==> src/rtl/ping_pong_sequence_decoder_pkg.sv <==
// Shared definitions for the ping-pong sequence decoder: FSM states,
// direction constants and the default sample width.
package ping_pong_sequence_decoder_pkg;

    localparam int DEFAULT_WIDTH = 4;

    localparam logic DIR_UP   = 1'b1;
    localparam logic DIR_DOWN = 1'b0;

    typedef enum logic [1:0] {
        S_IDLE  = 2'd0,
        S_SEED  = 2'd1,
        S_TRACK = 2'd2,
        S_FAULT = 2'd3
    } state_e;

endpackage

==> src/rtl/ping_pong_sequence_decoder_step_classify.sv <==
// Classifies one observed step (in_value - prev) relative to the current
// direction into hold / same-direction / reversal / illegal.
module ping_pong_sequence_decoder_step_classify
    import ping_pong_sequence_decoder_pkg::*;
#(
    parameter int WIDTH = DEFAULT_WIDTH
) (
    input  logic [WIDTH-1:0] prev,
    input  logic [WIDTH-1:0] in_value,
    input  logic             dir,
    output logic             hold,
    output logic             same,
    output logic             reverse,
    output logic             bad
);

    logic [WIDTH:0] w_delta;
    logic           w_up1;
    logic           w_dn1;

    // Signed difference in WIDTH+1 bits; only 0 and +/-1 are legal steps.
    always_comb begin
        w_delta = {1'b0, in_value} - {1'b0, prev};
        w_up1   = (w_delta == {{WIDTH{1'b0}}, 1'b1});
        w_dn1   = (w_delta == {(WIDTH+1){1'b1}});
        hold    = (w_delta == {(WIDTH+1){1'b0}});
        same    = (dir == DIR_UP) ? w_up1 : w_dn1;
        reverse = (dir == DIR_DOWN) ? w_up1 : w_dn1;
        bad     = !(hold || w_up1 || w_dn1);
    end

endmodule

==> src/rtl/ping_pong_sequence_decoder.sv <==
// Decodes a ping-pong counter's sample stream: direction, learned turning
// points, bounce count, forced-flip pulses and a sticky illegal-step error.
module ping_pong_sequence_decoder
    import ping_pong_sequence_decoder_pkg::*;
#(
    parameter int WIDTH = DEFAULT_WIDTH,
    parameter int CNT_W = 8
) (
    input  logic             clk,
    input  logic             rst,
    input  logic             in_valid,
    input  logic [WIDTH-1:0] in_value,
    input  logic             relearn,
    output logic             dir_out,
    output logic             locked,
    output logic [WIDTH-1:0] turn_max,
    output logic [WIDTH-1:0] turn_min,
    output logic             max_vld,
    output logic             min_vld,
    output logic [CNT_W-1:0] bounce_cnt,
    output logic             flip_evt,
    output logic             err,
    output logic [WIDTH-1:0] err_value
);

    state_e           r_state;
    state_e           w_next_state;
    logic [WIDTH-1:0] r_prev;
    logic             r_dir;
    logic             r_locked;
    logic [WIDTH-1:0] r_turn_max;
    logic [WIDTH-1:0] r_turn_min;
    logic             r_max_vld;
    logic             r_min_vld;
    logic [CNT_W-1:0] r_bounce_cnt;
    logic             r_flip_evt;
    logic             r_err;
    logic [WIDTH-1:0] r_err_value;

    logic w_hold;
    logic w_same;
    logic w_reverse;
    logic w_bad;
    logic w_max_known;
    logic w_min_known;

    ping_pong_sequence_decoder_step_classify #(.WIDTH(WIDTH)) u_classify (
        .prev     (r_prev),
        .in_value (in_value),
        .dir      (r_dir),
        .hold     (w_hold),
        .same     (w_same),
        .reverse  (w_reverse),
        .bad      (w_bad)
    );

    // A same-cycle relearn must hide the old turning points from this sample.
    assign w_max_known = r_max_vld && !relearn;
    assign w_min_known = r_min_vld && !relearn;

    // Next-state decode.
    always_comb begin
        w_next_state = r_state;
        case (r_state)
            S_IDLE: begin
                if (in_valid) w_next_state = S_SEED;
                else          w_next_state = S_IDLE;
            end
            S_SEED: begin
                if (in_valid && (w_same || w_reverse)) w_next_state = S_TRACK;
                else if (in_valid && w_bad)            w_next_state = S_FAULT;
                else                                   w_next_state = S_SEED;
            end
            S_TRACK: begin
                if (in_valid && w_bad) w_next_state = S_FAULT;
                else                   w_next_state = S_TRACK;
            end
            S_FAULT: w_next_state = S_FAULT;
            default: w_next_state = S_IDLE;
        endcase
    end

    // State register.
    always_ff @(posedge clk) begin
        if (rst) r_state <= S_IDLE;
        else     r_state <= w_next_state;
    end

    // Datapath: sample history, learned bounds, counters and error capture.
    always_ff @(posedge clk) begin
        if (rst) begin
            r_prev       <= {WIDTH{1'b0}};
            r_dir        <= DIR_UP;
            r_locked     <= 1'b0;
            r_turn_max   <= {WIDTH{1'b0}};
            r_turn_min   <= {WIDTH{1'b0}};
            r_max_vld    <= 1'b0;
            r_min_vld    <= 1'b0;
            r_bounce_cnt <= {CNT_W{1'b0}};
            r_flip_evt   <= 1'b0;
            r_err        <= 1'b0;
            r_err_value  <= {WIDTH{1'b0}};
        end else begin
            r_flip_evt <= 1'b0;
            r_locked   <= (w_next_state == S_TRACK);
            if (r_state != S_FAULT && relearn) begin
                r_max_vld <= 1'b0;
                r_min_vld <= 1'b0;
            end
            if (in_valid) begin
                case (r_state)
                    S_IDLE: r_prev <= in_value;
                    S_SEED: begin
                        if (w_same || w_reverse) begin
                            r_prev <= in_value;
                            r_dir  <= r_dir ^ w_reverse;
                        end else if (w_bad) begin
                            r_err       <= 1'b1;
                            r_err_value <= in_value;
                        end
                    end
                    S_TRACK: begin
                        if (w_same) begin
                            r_prev <= in_value;
                        end else if (w_reverse) begin
                            r_prev <= in_value;
                            r_dir  <= !r_dir;
                            if (r_bounce_cnt != {CNT_W{1'b1}})
                                r_bounce_cnt <= r_bounce_cnt + {{(CNT_W-1){1'b0}}, 1'b1};
                            if (r_dir == DIR_UP) begin
                                if (!w_max_known) begin
                                    r_turn_max <= r_prev;
                                    r_max_vld  <= 1'b1;
                                end else if (r_prev != r_turn_max) begin
                                    r_flip_evt <= 1'b1;
                                end
                            end else begin
                                if (!w_min_known) begin
                                    r_turn_min <= r_prev;
                                    r_min_vld  <= 1'b1;
                                end else if (r_prev != r_turn_min) begin
                                    r_flip_evt <= 1'b1;
                                end
                            end
                        end else if (w_bad) begin
                            r_err       <= 1'b1;
                            r_err_value <= in_value;
                        end
                    end
                    default: ;
                endcase
            end
        end
    end

    assign dir_out    = r_dir;
    assign locked     = r_locked;
    assign turn_max   = r_turn_max;
    assign turn_min   = r_turn_min;
    assign max_vld    = r_max_vld;
    assign min_vld    = r_min_vld;
    assign bounce_cnt = r_bounce_cnt;
    assign flip_evt   = r_flip_evt;
    assign err        = r_err;
    assign err_value  = r_err_value;

endmodule
==> config.mk <==
export PLATFORM = sky130hd
export DESIGN_NAME = ping_pong_sequence_decoder
export DESIGN_NICKNAME = d
export VERILOG_FILES = /design/src/rtl/ping_pong_sequence_decoder_pkg.sv /design/src/rtl/ping_pong_sequence_decoder_step_classify.sv /design/src/rtl/ping_pong_sequence_decoder.sv
export SDC_FILE = /design/constraint.sdc
export NUM_CORES = 1
export LEC_CHECK = 0
export CAP_MARGIN = 20
export CORE_MARGIN = 2
export CORE_UTILIZATION = 45
export DETAILED_ROUTE_END_ITERATION = 10
export PLACE_DENSITY = 0.7
export SLEW_MARGIN = 5
export SYNTH_ARGS = -nofsm -noshare
export SYNTH_HDL_FRONTEND = slang
export SYNTH_SLANG_ARGS = --single-unit
==> constraint.sdc <==
create_clock -name clk -period 3.7 [get_ports clk]
set_clock_uncertainty 0.2 [all_clocks]
set_input_delay 1.11 -clock clk [delete_from_list [all_inputs] [get_ports clk]]
set_output_delay 1.11 -clock clk [all_outputs]
set_load 0.02 [all_outputs]
[Word level (Yosys, flattened, before mapping)]
Cells that the tools add are included.
Word-level totals
  flip-flop bits (word level): 32
  input bits: 8
Operators by class
  $add $sub $neg: 2
  eq/ne operators: 16
  mux-type cells: 44
  bitwise operators: 8
  reduce and logical (&&, ||, !) cells: 22
Operators with widths (count)
  $mux W1: 30
  $mux W4: 7
  $reduce_and A5 Y1: 3
  $ne A2 B2 Y1 const B: 6
  $pmux W4 S3: 1
  $reduce_and A6 Y1: 2
  $add A8 B1 Y8 const B: 1
  $ne A4 B4 Y1: 2
  $ne A8 B8 Y1 const B: 1
  $pmux W2 S4: 1
  $pmux W4 S2: 1
  $not A1 Y1: 7
  $eq A2 B2 Y1 const B: 3
  $eq A5 B1 Y1 const B: 1
  $eq A5 B5 Y1 const B: 1
  $logic_and A1 B1 Y1: 5
  $logic_not A5 Y1: 1
  $reduce_or A5 Y1: 1
  $sub A4 B4 Y5: 1
  $mux W2: 2
  $pmux W1 S2: 2
  $reduce_and A4 Y1: 1
  $logic_not A1 Y1: 3
  $logic_or A1 B1 Y1: 3
  other kinds (6): 6

[Logic depth before layout (Yosys ltp)]
Gate-level depths: netlist (run 1).
  word-level depth: 10
  gate-level depth with buffers: 9
  mapped depth without buffers: 8

[Hierarchy]
A second synthesis (run 1) with hierarchy kept.
Unflattened totals
  cell total of the unflattened synthesis: 185
  area total of the unflattened synthesis: 1657.8 µm²
Modules (own cells, without submodules)
  ping_pong_sequence_decoder: times used 1, cells an instance 157, area each 1447.6 µm²
  ping_pong_sequence_decoder_step_classify: times used 1, cells an instance 28, area each 210.2 µm²

[Least setup slack after synthesis (run 1)]
No wires, ideal clock.
  path type: input -> register
  from: input port in_value[0]
  to: register r_bounce_cnt[0], in the netlist bounce_cnt[0]
  library setup time: 0.123 ns
  data arrival time: 3.165 ns
  setup slack: 0.211 ns
  stages on the path: 9
  path buffers: 1
  path through: inv_1 -> ha_1 -> fa_1 -> nor3_1 -> nand4_1 -> or3_1 -> buf_6 -> a21boi_4 -> mux2_1
Between the ends
  cells in the longest elaborated chain, start to end: 5
Ends and longest elaborated chain
  start: declaration: RTL line ping_pong_sequence_decoder.sv:12  | input logic [WIDTH-1:0] in_value,
  $sub A4 B4 Y5 (*): RTL line ping_pong_sequence_decoder_step_classify.sv:23  | w_delta = {1'b0, in_value} - {1'b0, prev};
  $eq A5 B5 Y1 or $eq A5 B1 Y1 (tied branches): RTL line ping_pong_sequence_decoder_step_classify.sv:25, ping_pong_sequence_decoder_step_classify.sv:24
  $mux W1: RTL line ping_pong_sequence_decoder_step_classify.sv:27  | same = (dir == DIR_UP) ? w_up1 : w_dn1;
  $not A1 Y1 (no source line)
  $reduce_and A5 Y1 (no source line) (*)
  end signal: assignment: RTL line ping_pong_sequence_decoder.sv:99  | r_bounce_cnt <= {CNT_W{1'b0}};
  end signal: assignment: RTL line ping_pong_sequence_decoder.sv:129  | r_bounce_cnt <= r_bounce_cnt + {{(CNT_W-1){1'b0}}, 1'b1};
  end: declaration: RTL line ping_pong_sequence_decoder.sv:35  | logic [CNT_W-1:0] r_bounce_cnt;
Every way passes the cells marked *; elsewhere a longest branch is shown, timed or not.
A chain may end at the register's enable or synchronous reset.

[Worst setup path after layout (run 1)]
  from: input port in_value[1]
  to: register r_bounce_cnt[0], in the netlist bounce_cnt[0]
The elaborated chain is that of the path after synthesis.

==> results.md, run 1 <==
- Number of port buffers: 33
- Maximum fanout encountered on the critical timing path: 8
- Starting density of the core: 46.2%
- Critical path type: input port to flip-flop
- Delay of the slowest cell on the worst path: 0.51 ns
- Final Hold Vio Count: 0
- FP Rows: 24
- Clock network latency to the later pin of the worst-skew pair: 0.28 ns
- Post-synthesis area per instance: 9.27 um^2
- Required time reported for the critical path endpoint: 3.68 ns
- Crit end category: flip-flop
- Total leakage power: 0.00108 uW
- Detailed-router iteration count before antenna repair: 4
- Final ANT Viol Nets: 0
- Detailed Place HPWL: 3.49 mm
- Post-route minimum period: 3.57 ns
- Count of pins on the block boundary: 34
- Vias post-DR: 1750
- Worst R2R Start: r_prev[0]$_SDFFE_PP0P_
- Cell Count Post-Placement: 317
- Area taken by multi-input logic gates: 1320 um^2
- Power density of the placed cells: 303 nW/um^2
- HP Start: err$_SDFFE_PP0P_
- Critical path's slowest cell: sky130_fd_sc_hd__or3_4
- Flip-flop cell with the highest count after synthesis: sky130_fd_sc_hd__dfxtp_1
- Xor/xnor share of the synthesized area: 4.41%
- Synth Area in Compound Gates: 19.9%
- Global-route wire length before repair: 7.55 mm
- Clock-pin slew reported for the worst setup and hold paths after clock tree synthesis: 0.07 ns
- Clock tree from TritonCTS: yes
- Timing-limited maximum frequency: 280 MHz
- Cell area after layout: 2730 um^2
- Dominant combinational cell family by area after synthesis: simple AND/OR/NAND/NOR gates
- Total core area: 4290 um^2
- Number of cells traversed by the worst register-to-register path: 7
- GRT Overall Usage: 19.3%
- First DRT Iteration DRCs: 68
- Number of instances on the worst hold path: 2
- Filler-free cell count of the finished design: 330
- Setup violators final: 0
- Max Cap Violations: 0
- H-Tree Depth: 2
- Start point of the critical path: in_value[1]
- Post-layout nets: 295
- Vias in the first global route: 1637
- WHS Endpoint: err$_SDFFE_PP0P_
- Startpoint type of the worst setup path: input port
- Pin count of the biggest net entering global routing: 19
- Drt drc: 0
- Post-Syn Instances: 214
- Outcome: complete, no violations
- Peak supply drop: 0.175 mV
- Multiplexer share of the synthesized area: 9.96%
- Hold buffer count at cts: 0
- Antenna cells: 0
- Area of placed instances: 2540 um^2
- Total CTS buffers: 5
- Synth Area in Adders: 6.68%
- Total number of yosys warnings: 0
- Async SR Flop Fraction: 0%
- Clock tree buffer depth: 2
- Worst reg2reg setup slack: 0.77 ns
- Endpoint arrival time on the critical path: 3.54 ns
- Count of state elements after synthesis: 32
- RD Place Congestion: 0.868
- Number of enable flip-flop cells after synthesis: 0
- Clock root cell: sky130_fd_sc_hd__clkbuf_8
- DIE WIDTH: 70.4 um
- Total design power: 825 uW
- Synth Area in Simple Gates: 22.4%
- Total Die Area: 4960 um^2
- Number of fill cells: 387
- Actual slew at the worst max-slew pin: 0.447 ns
- Number of clock sinks: 32
- Synth Net Count: 232
- Critical path cell sequence: clkdlybuf4s50_1 -> inv_1 -> fa_1 -> nor3_2 -> nand4_1 -> or3_4 -> a21boi_4 -> mux2_4
- Post-route fraction of the period consumed by the critical path: 96.4%
- Setup repair after global routing missed its margin: no
- Critical R2R Capture: bounce_cnt[0]$_SDFFE_PP0P_
- Worst slew margin relative to its limit: 70.2%
- Register area: 641 um^2
- Chip Height: 70.4 um
- Per-cell via count in the routed design: 5.30
- Layout overhead on the synthesized area: 37.4%
- Average wire per standard cell: 14.2 um
- Global-route congestion overflow total: 0
- Final WL: 4.67 mm
- Pins over their slew limit: 0
- Area of the mapped netlist: 1980 um^2
- Cell variety after synth: 48
- Class of the tightest hold or removal check: flip-flop to flip-flop
- Seq/Total Area, Yosys: 32.3%
- Fraction of final layout cells sized beyond drive strength 1: 23.0%
- Antenna violations before repair: 0
==> registers in the layout (all words and copies together), names as in the netlist <==
| register | flops |
|---|---|
| r_state | 2 |
| err_value | 4 |
| min_vld | 1 |
| dir_out | 1 |
| bounce_cnt | 8 |
| turn_max | 4 |
| locked | 1 |
| turn_min | 4 |
| err | 1 |
| r_prev | 4 |
| max_vld | 1 |
| flip_evt | 1 |
==> synth_stat cells (4+ instances only) <==
| library cell | count | area, um^2 |
|---|---|---|
| sky130_fd_sc_hd__clkbuf_1 | 4 | 15.0 |
| sky130_fd_sc_hd__xor2_1 | 5 | 43.8 |
| sky130_fd_sc_hd__ha_1 | 9 | 113 |
| sky130_fd_sc_hd__dfxtp_1 | 32 | 641 |
| sky130_fd_sc_hd__nand3_1 | 6 | 30.0 |
| sky130_fd_sc_hd__nand4_1 | 5 | 31.3 |
| sky130_fd_sc_hd__nor2_1 | 13 | 48.8 |
| sky130_fd_sc_hd__nand2_1 | 12 | 45.0 |
| sky130_fd_sc_hd__o21ai_0 | 6 | 30.0 |
| sky130_fd_sc_hd__a21oi_1 | 16 | 80.1 |
| sky130_fd_sc_hd__mux2i_1 | 13 | 130 |
| sky130_fd_sc_hd__xnor2_1 | 5 | 43.8 |
| sky130_fd_sc_hd__mux2_1 | 6 | 67.6 |
| sky130_fd_sc_hd__nand2b_1 | 15 | 93.8 |
| sky130_fd_sc_hd__nor2b_1 | 7 | 43.8 |
| sky130_fd_sc_hd__inv_1 | 14 | 52.6 |
| sky130_fd_sc_hd__nor3_1 | 5 | 25.0 |
==> metal layers <==
metal  global-route usage [%]  share of wire (%)  up-vias
li1                         -                  -      889
met2                     31.8                 49       36
met1                     25.2                 46      821
met3                     3.75                4.0        4
met4                     6.41               0.86        0
met5                        0                  0        -
==> logic make-up (layout without fill, tap and decap cells) <==
family          Yosys count  after routing
simple gates             78             78
xor+xnor                 10             10
flops                    32             32
mux                      19             19
buf+inv                  20             84
fa+ha+maj                10             10
compound gates           45             45
==> worst max-delay path, delay by kind of cell <==
kind	cells	cell delay, ns
AND/OR/NAND/NOR	3	0.88
buffers and inverters	2	0.55
adder cells (fa/ha/maj)	1	0.49
multiplexers	1	0.31
AO/OA/AOI/OAI	1	0.20
==> layout by cell type, fill, tap and decap left out, types with 6 or more instances in the layout <==
cell,n
sky130_fd_sc_hd__nand3_1,6
sky130_fd_sc_hd__nor2_1,13
sky130_fd_sc_hd__buf_4,28
sky130_fd_sc_hd__inv_1,14
sky130_fd_sc_hd__nor2b_1,7
sky130_fd_sc_hd__clkdlybuf4s50_1,32
sky130_fd_sc_hd__nand2_1,12
sky130_fd_sc_hd__ha_1,8
sky130_fd_sc_hd__nand2b_1,15
sky130_fd_sc_hd__a21oi_1,11
sky130_fd_sc_hd__mux2i_1,13
sky130_fd_sc_hd__dfxtp_1,32
sky130_fd_sc_hd__o21ai_0,6
==> cell type report <==
cell class                 count  area share (%)
clock buffer                   5            2.52
clock inverter                 3           0.688
inverter                      14            1.93
multi-input combinational    162            48.3
sequential                    32            23.5
tap                           52            2.39
timing repair buffer          62            20.7
==> metrics by stage <==
stage          setup TNS, ns  util (%)  setup WS [ns]  hold slack (ns)
6_report                   0      63.5          0.134            0.249
5_1_grt                    0      63.5         0.0756            0.273
4_1_cts                    0      61.3         0.0375            0.252
3_5_place_dp           -6.20      59.1         -0.385            0.240
3_3_place_gp           -6.12      59.1         -0.364            0.234
2_1_floorplan              0         -          0.211            0.320
==> worst max-delay path by stage <==
stage                                  to  slack [ns]  cells after the start
2_1_floorplan  bounce_cnt[0]$_SDFFE_PP0P_        0.21                      9
3_3_place_gp   bounce_cnt[4]$_SDFFE_PP0P_       -0.36                      9
3_5_place_dp   bounce_cnt[3]$_SDFFE_PP0P_       -0.39                      9
4_1_cts        bounce_cnt[3]$_SDFFE_PP0P_        0.04                      9
5_1_grt        bounce_cnt[0]$_SDFFE_PP0P_        0.08                      8
6_report       bounce_cnt[0]$_SDFFE_PP0P_        0.13                      8
==> power breakdown <==
part / internal, uW / switching [uW] / total [uW] / leakage (uW)
combinational: 88.7 / 103 / 192 / 0.000771
sequential: 353 / 9.45 / 363 / 0.000259
clock: 131 / 140 / 271 / 0.0000479
==> timing repair <==
item / in CTS / in global routing
gates resized for setup: 1 / 14
buffers inserted: 0 / 5
pin swaps: 0 / 9
setup endpoints to repair: 7 / 22
(Power assumes the default switching activity.)
==> run 2: changes to the inputs <==
--- a/config.mk
+++ b/config.mk
@@ -8,6 +8,7 @@
 export CAP_MARGIN = 20
 export CORE_MARGIN = 2
 export CORE_UTILIZATION = 45
+export CTS_CLUSTER_DIAMETER = 30
 export DETAILED_ROUTE_END_ITERATION = 10
 export PLACE_DENSITY = 0.7
 export SLEW_MARGIN = 5
==> results of run 2 <==
Final layout, timing and power as in run 1 (identical DEF).
==> run 3: changes to the inputs <==
--- a/config.mk
+++ b/config.mk
@@ -15,3 +15,4 @@
 export SYNTH_ARGS = -nofsm -noshare
 export SYNTH_HDL_FRONTEND = slang
 export SYNTH_SLANG_ARGS = --single-unit
+export TNS_END_PERCENT = 30
==> results of run 3 <==
Final layout, timing and power as in run 1 (identical DEF).
